<file path="config.mk">
export PLATFORM = sky130hd
export DESIGN_NAME = spi_ram_burst
export DESIGN_NICKNAME = d
export VERILOG_FILES = /design/src/rtl/spi_ram_burst.sv
export SDC_FILE = /design/constraint.sdc
export NUM_CORES = 2
export LEC_CHECK = 0
export CORE_MARGIN = 2
export CORE_UTILIZATION = 38
export CTS_BUF_LIST = sky130_fd_sc_hd__clkbuf_16
export DETAILED_ROUTE_END_ITERATION = 12
export GPL_ROUTABILITY_DRIVEN = 0
export PLACE_DENSITY = 0.59
export SLEW_MARGIN = 10
export SYNTH_ARGS = -nofsm -noshare
export SYNTH_HDL_FRONTEND = slang
export SYNTH_SLANG_ARGS = --single-unit
</file>
<file path="constraint.sdc">
create_clock -name clk -period 5.49 [get_ports clk]
set_input_delay 1.098 -clock clk [delete_from_list [all_inputs] [get_ports clk]]
set_output_delay 1.098 -clock clk [all_outputs]
set_load 0.005 [all_outputs]
</file>
<file path="src/rtl/spi_ram_burst.sv">
// spi_ram_burst: command-word RAM behind an SPI slave with burst
// auto-increment, optional read output stage and illegal-sequence flag.
module spi_ram_burst #(
    parameter int ADDR_WIDTH = 8,
    parameter int DATA_WIDTH = 8,
    parameter int DEPTH      = 256,
    parameter int AUTO_INC   = 1,
    parameter int RD_PIPE    = 0
) (
    input  logic                  clk,
    input  logic                  rst,
    input  logic [DATA_WIDTH+1:0] din,
    input  logic                  rx_valid,
    output logic [DATA_WIDTH-1:0] dout,
    output logic                  tx_valid,
    output logic                  err
);

    typedef enum logic [1:0] {
        OP_WADDR = 2'b00,
        OP_WDATA = 2'b01,
        OP_RADDR = 2'b10,
        OP_RDATA = 2'b11
    } op_e;

    localparam logic [DATA_WIDTH:0]   DEPTH_W = (DATA_WIDTH+1)'(DEPTH);
    localparam logic [ADDR_WIDTH-1:0] LAST    = ADDR_WIDTH'(DEPTH - 1);

    logic [DATA_WIDTH-1:0] mem_q [DEPTH];

    op_e                   op;
    logic [DATA_WIDTH-1:0] payload;
    logic [ADDR_WIDTH-1:0] paddr;
    logic                  addr_ok;

    logic [ADDR_WIDTH-1:0] wr_ptr_q, wr_ptr_d;
    logic [ADDR_WIDTH-1:0] rd_ptr_q, rd_ptr_d;
    logic                  wr_armed_q, wr_armed_d;
    logic                  rd_armed_q, rd_armed_d;
    logic                  err_q, err_d;
    logic                  mem_we;
    logic                  rd_fire;
    logic [DATA_WIDTH-1:0] rd_word;

    logic                  s_vld;
    logic [DATA_WIDTH-1:0] s_data;
    logic [DATA_WIDTH-1:0] dout_q;
    logic                  tx_valid_q;

    assign op      = op_e'(din[DATA_WIDTH+1:DATA_WIDTH]);
    assign payload = din[DATA_WIDTH-1:0];
    assign paddr   = payload[ADDR_WIDTH-1:0];
    // Full-width compare also rejects any nonzero bits above the address field.
    assign addr_ok = {1'b0, payload} < DEPTH_W;

    function automatic logic [ADDR_WIDTH-1:0] bump(
        input logic [ADDR_WIDTH-1:0] p
    );
        return (p == LAST) ? '0 : p + ADDR_WIDTH'(1);
    endfunction

    always_comb begin
        wr_ptr_d   = wr_ptr_q;
        rd_ptr_d   = rd_ptr_q;
        wr_armed_d = wr_armed_q;
        rd_armed_d = rd_armed_q;
        err_d      = 1'b0;
        mem_we     = 1'b0;
        rd_fire    = 1'b0;
        if (rx_valid) begin
            case (op)
                OP_WADDR: begin
                    if (addr_ok) begin
                        wr_ptr_d   = paddr;
                        wr_armed_d = 1'b1;
                    end else begin
                        wr_armed_d = 1'b0;
                        err_d      = 1'b1;
                    end
                end
                OP_WDATA: begin
                    if (wr_armed_q) begin
                        mem_we = 1'b1;
                        if (AUTO_INC != 0) wr_ptr_d = bump(wr_ptr_q);
                    end else begin
                        err_d = 1'b1;
                    end
                end
                OP_RADDR: begin
                    if (addr_ok) begin
                        rd_ptr_d   = paddr;
                        rd_armed_d = 1'b1;
                    end else begin
                        rd_armed_d = 1'b0;
                        err_d      = 1'b1;
                    end
                end
                OP_RDATA: begin
                    if (rd_armed_q) begin
                        rd_fire = 1'b1;
                        if (AUTO_INC != 0) rd_ptr_d = bump(rd_ptr_q);
                    end else begin
                        err_d = 1'b1;
                    end
                end
                default: ;
            endcase
        end
    end

    always_ff @(posedge clk or posedge rst) begin
        if (rst) begin
            wr_ptr_q   <= '0;
            rd_ptr_q   <= '0;
            wr_armed_q <= 1'b0;
            rd_armed_q <= 1'b0;
            err_q      <= 1'b0;
        end else begin
            wr_ptr_q   <= wr_ptr_d;
            rd_ptr_q   <= rd_ptr_d;
            wr_armed_q <= wr_armed_d;
            rd_armed_q <= rd_armed_d;
            err_q      <= err_d;
        end
    end

    // Storage has no reset so it maps onto plain RAM.
    always_ff @(posedge clk) begin
        if (mem_we) mem_q[wr_ptr_q] <= payload;
    end

    assign rd_word = mem_q[rd_ptr_q];

    if (RD_PIPE != 0) begin : g_pipe
        logic                  pipe_vld_q;
        logic [DATA_WIDTH-1:0] pipe_data_q;

        always_ff @(posedge clk or posedge rst) begin
            if (rst) begin
                pipe_vld_q  <= 1'b0;
                pipe_data_q <= '0;
            end else begin
                pipe_vld_q <= rd_fire;
                if (rd_fire) pipe_data_q <= rd_word;
            end
        end

        assign s_vld  = pipe_vld_q;
        assign s_data = pipe_data_q;
    end else begin : g_direct
        assign s_vld  = rd_fire;
        assign s_data = rd_word;
    end

    always_ff @(posedge clk or posedge rst) begin
        if (rst) begin
            dout_q     <= '0;
            tx_valid_q <= 1'b0;
        end else begin
            tx_valid_q <= s_vld;
            if (s_vld) dout_q <= s_data;
        end
    end

    assign dout     = dout_q;
    assign tx_valid = tx_valid_q;
    assign err      = err_q;

endmodule

</file>
=== Word-level counts from Yosys, hierarchy flattened ===
Memories as Yosys holds them, arrays and structs flattened. A register that Yosys moved wholly into a read port is not among the register bits.
Cells that the tools add are included.

* Register bits after elaboration: 20
* Bits in writable memories: 2,048
* Bits of input ports: 13
* Output and inout bits: 10
* Memories: 1

* Add/subtract/negate cells: 2
* Equality and inequality tests: 7
* Mux-type cells: 18
* Reduce and logical (&&, ||, !) cells: 8

{| class="wikitable"
|+ Memories
! name !! words !! bits a word !! read ports !! clocked after Yosys merged registers in !! write ports !! RTL line !! RTL
|-
| mem_q || 256 || 8 || 1 || 1 || 1 || 29 || <nowiki>logic [DATA_WIDTH-1:0] mem_q [DEPTH];</nowiki>
|}

{| class="wikitable"
|+ Operators with widths
! operator !! count
|-
| two-way mux 8 bit || 4
|-
| case mux 8 bit (2 select lines) || 2
|-
| adder 8 x 1 -> 8 bit (second input constant) || 2
|-
| == test 8 bit (second input constant) || 2
|-
| two-way mux 1 bit || 11
|-
| AND reduction 3 bit || 2
|-
| == test 2 bit (second input constant) || 2
|-
| != test 2 bit (second input constant) || 2
|-
| AND reduction 2 bit || 2
|-
| nonzero test 2 bit || 2
|-
| case mux 1 bit (3 select lines) || 1
|-
| == test 2 x 1 -> 1 bit (second input constant) || 1
|-
| zero test 2 bit || 1
|-
| OR reduction 2 bit || 1
|}

=== Depth between registers and ports, before layout ===
* Word-level depth: 5
* Depth in mapped cells: 13
* Depth with buffers taken out: 8

=== Least setup slack after synthesis ===
No wires, ideal clock.

* Path kind: input to register
* From: input port din[8]
* To: memory mem_q[145][0] (enable)
* Data arrival time: 2.885 ns
* Data required time: 5.107 ns
* Path slack: 2.221 ns
* Stages on the path: 7
* Buffers on the path: 2
* Path through: clkbuf_1 nor2b_1 and3_1 clkbuf_1 and3_1 nand2_1 nor3_1

* Cells in the longest elaborated chain, start to end: 5

{| class="wikitable"
|+ Ends and longest elaborated chain
! item !! RTL line !! RTL
|-
| from (decl) || 12 || <nowiki>input logic [DATA_WIDTH+1:0] din,</nowiki>
|-
| == test 2 x 1 -> 1 bit || 71 || <nowiki>case (op)</nowiki>
|-
| two-way mux 1 bit || 71 ||
|-
| two-way mux 1 bit || 70 || <nowiki>if (rx_valid) begin</nowiki>
|-
| two-way mux 1 bit || 129 || <nowiki>if (mem_we) mem_q[wr_ptr_q] <= payload;</nowiki>
|-
| two-way mux 1 bit (implied by the code) || 129 ||
|-
| to (decl) || 29 ||
|}

Every way passes these cells.

==> flow_metrics.py <==
metrics = {
    "drt": {
        "drtPass1Iterations": 5,
        "ant_nets": 0,
        "drc": 0,
        "drtIter0Drc": 5265,
        "routedWlPerCell_um": 30.1,
        "via_per_inst": 5.69,
        "vias": 40600,
        "routed_wl_mm": 214,
    },
    "placed_design": {
        "dp.cells": 6748,
        "place_ws_ns": 0.438,
        "port_buffers": 22,
        "dpl.hpwl_mm": 132,
        "place_area_mm2": 0.0850,
    },
    "critical_path": {
        "critPathCaptureType": "register",
        "cp_data_arrival_time_ns": 5.30,
        "worstSetupPathDepth": 10,
        "worst-setup-path-type": "reg -> reg",
        "slowest_stage": "dfrtp_4",
        "cpMostUsedCell": "buf_4",
        "crit_path_max_incr_delay_ns": 1.18,
        "cp_top_family": "compound AO/OA/AOI/OAI gates",
        "crit_chain": "buf_12, buf_4, buf_4, mux2i_1, o221ai_1, o22ai_1, a221oi_1, nand2_1, a2111oi_0, a221o_1",
        "critical_path_buf_inv_count": 3,
        "path_max_fanout": 40,
        "ff2ff_path_depth": 10,
        "start_kind": "register",
        "cp.required_ns": 6.28,
    },
    "timing": {
        "timing.final.max_slew_violations": 0,
        "rsz0062_at_grt": "false",
        "setup_tns_ns": 0,
        "slew_headroom_pct": 19.4,
        "setup_slack_ns": 0.987,
        "fin_crit_ns": 4.50,
        "hold_viol_final": 0,
        "max_freq_mhz": 222,
        "setup_viol": 0,
        "fin_crit_sh_pct": 82.0,
        "worst_clock_skew_ns": 0.0466,
        "worst_pin_slew_ns": 1.21,
    },
    "power": {
        "clockPowerShare_pct": 39.2,
        "p_seq_share_pct": 49.2,
        "switching_share_pct": 25.0,
        "p_switching_mw": 8.98,
        "power_mw": 35.9,
        "vdd.ir_drop.worst_mv": 0.322,
        "internal_power_mw": 27.0,
        "power.density_mw_per_mm2": 392,
        "combPwrFrac_pct": 11.6,
        "power.leakage_nw": 29.1,
    },
    "grt": {
        "antenna_found_initial": 3,
        "grt-ovfl-total": 0,
        "grt_pass1_wl_mm": 306,
        "grt_max_degree": 128,
        "first_global_vias": 40700,
        "grt_usage_pct": 19.6,
    },
    "cells_and_area": {
        "n_fill_cell": 18100,
        "stdcell_count": 7129,
        "area_delta_synth_final_pct": 13.0,
        "drive_gt1_share_pct": 20.6,
        "final_cell_area_mm2": 0.0918,
        "fin_nets": 4155,
    },
    "synth": {
        "synthArstFlopShare_pct": 1.35,
        "avgSynthCellArea_um2": 20.3,
        "synth_edf_count": 2048,
        "ys_ff_latch": 2076,
        "mappedNetlistArea_mm2": 0.0813,
        "yosysWarnings": 0,
        "synth_nets": 4012,
        "yosysUniqueCellTypes": 59,
        "synth_ff_type": "edfxtp_1",
        "syn_inst": 3994,
        "ys_seq_area_share_pct": 76.5,
    },
    "clocking": {
        "cts_setup_buffers": 0,
        "clk_path_buf_depth": 3,
        "cts-hold-fix-buffers": 0,
        "cts_tree": "done",
        "root_buffer": "clkbuf_16",
        "clk-insertion-delay-late_ns": 0.86,
        "cts_resized": 0,
        "cts-htree-levels": 4,
        "path_clk_slew_ns": 0.06,
        "clkSinkCount": 2076,
        "cts_buffers": 208,
    },
    "run_status": {
        "outcome": "finished clean",
    },
    "floorplan": {
        "start_util_pct": 38.3,
        "io_pins": 23,
        "die_x_um": 466,
        "core-area_mm2": 0.212,
        "rows": 169,
        "die_area_mm2": 0.218,
        "chipHeight_um": 466,
    },
    "hold_path": {
        "min_path_type": "reg -> reg",
        "hold_path_depth": 2,
    },
    "run": {
        "drv_cap": 0,
    },
}
==> logic make-up after synthesis <==
family	after synthesis	synth area share (%)
flops	2076	76.5
fa+ha+maj	5	0.0770
buf+inv	249	1.92
mux	684	15.2
simple gates	609	3.22
compound gates	371	3.06
==> power groups by stage <==
stage | logic, mW | clock network, mW | registers, mW
floorplan | 2.56 | 0 | 17.8
global placement | 4.17 | 0 | 18.0
detailed placement | 4.18 | 0 | 18.0
CTS | 4.19 | 14.3 | 17.7
global route | 4.35 | 14.9 | 17.7
finish | 4.17 | 14.1 | 17.7
==> flip-flops by register name, indices dropped and copies added (netlist names) <==
name and cells:
dout 8, err 1, mem_q 2048, rd_armed_q 1, rd_ptr_q 8, tx_valid 1
wr_armed_q 1, wr_ptr_q 8
==> area by class of cell <==
cell class | instances | area, um^2 | area share, %
diodes | 2 | 5.00 | 0.00545
clock buffers | 208 | 5200 | 5.67
clock inverters | 171 | 1610 | 1.76
inverters | 11 | 46.3 | 0.0504
multi-input cells | 1669 | 17500 | 19.1
flip-flops and latches | 2076 | 62200 | 67.8
well taps | 2821 | 3530 | 3.84
repair buffers | 171 | 1670 | 1.82
==> final timing paths <==
| check | start | slack (ns) | to |
|---|---|---|---|
| max | rd_ptr_q[0] | 0.99 | dout[1] |
| min | rd_armed_q | 0.56 | rd_armed_q |
| max reg2reg | rd_ptr_q[0] | 0.99 | dout[1] |
| min reg2reg | rd_armed_q | 0.56 | rd_armed_q |
| max in group asynchronous | rst | 4.33 | rd_ptr_q[1] |
| min in group asynchronous | rst | 0.71 | err |
==> Yosys cell counts, types with 7 or more instances <==
master	number	area, um^2
nor2_1	295	1110
nor2b_1	10	62.6
a21oi_1	52	260
dfrtp_1	28	701
buf_6	32	360
a32oi_1	10	87.6
mux2i_1	246	2460
o21ai_0	78	390
a22oi_1	24	180
nand2b_1	8	50.1
and3_1	18	113
buf_2	40	200
nand3_1	36	180
mux4_1	16	420
inv_1	10	37.5
edfxtp_1	2048	61500
nand4_1	14	87.6
a221oi_1	9	78.8
buf_4	33	248
nor4_1	10	62.6
buf_8	14	210
mux4_2	418	9410
nand2_1	147	552
and2_1	7	43.8
a22o_1	10	87.6
o22ai_1	78	488
o221ai_1	32	280
a31oi_1	11	68.8
clkbuf_1	102	383
o211ai_1	8	60.1
buf_1	13	48.8
a2111oi_0	14	123
or3_1	11	68.8
nor3_1	46	230
a211oi_1	16	120
==> metal layers <==
metal  global-route usage, %  part of all wire, %  wire, um  vias to the layer above
met5                       0                    0         0                        -
met4                    7.05                  3.7      7840                        0
met3                    3.65                  7.5     16200                      327
met2                    31.0                   48    102000                     1815
met1                    27.1                   41     88100                    21600
li1                        -                    -         -                    16800
==> cells in the final DEF, fill, tap and decap left out, drive strengths merged, types with 11 or more instances in the layout <==
cell type and instances:
nand2 147, nand4 14, edfxtp 2048, a31oi 11
a22oi 24, o22ai 78, mux4 434, buf 153
or3 11, dfrtp 28, mux2i 246, clkbuf 212
clkdlybuf4s50 14, a2111oi 14, clkinv 89, o221ai 32
o21ai 78, nand3 36, nor2 295, clkinvlp 11
nor3 46, and3 18, a21oi 52, inv 61
bufinv 21, a211oi 16
==> stage by stage <==
step	hold slack [ns]	util, %
after global routing	0.610	43.2
after CTS	0.557	43.2
after detailed placement	0.543	40.0
after global placement	0.522	40.0
after floorplan	0.473	-
final	0.557	43.2
==> worst reg2reg max path, cell delays in order (launching register included) <==
cell and delay [ns]:
dfrtp_4 1.18, buf_12 0.34, buf_4 0.49, buf_4 0.27, mux2i_1 0.12, o221ai_1 0.29
o22ai_1 0.15, a221oi_1 0.33, nand2_1 0.08, a2111oi_0 0.92, a221o_1 0.28
Power figures use the tool's default switching activity.
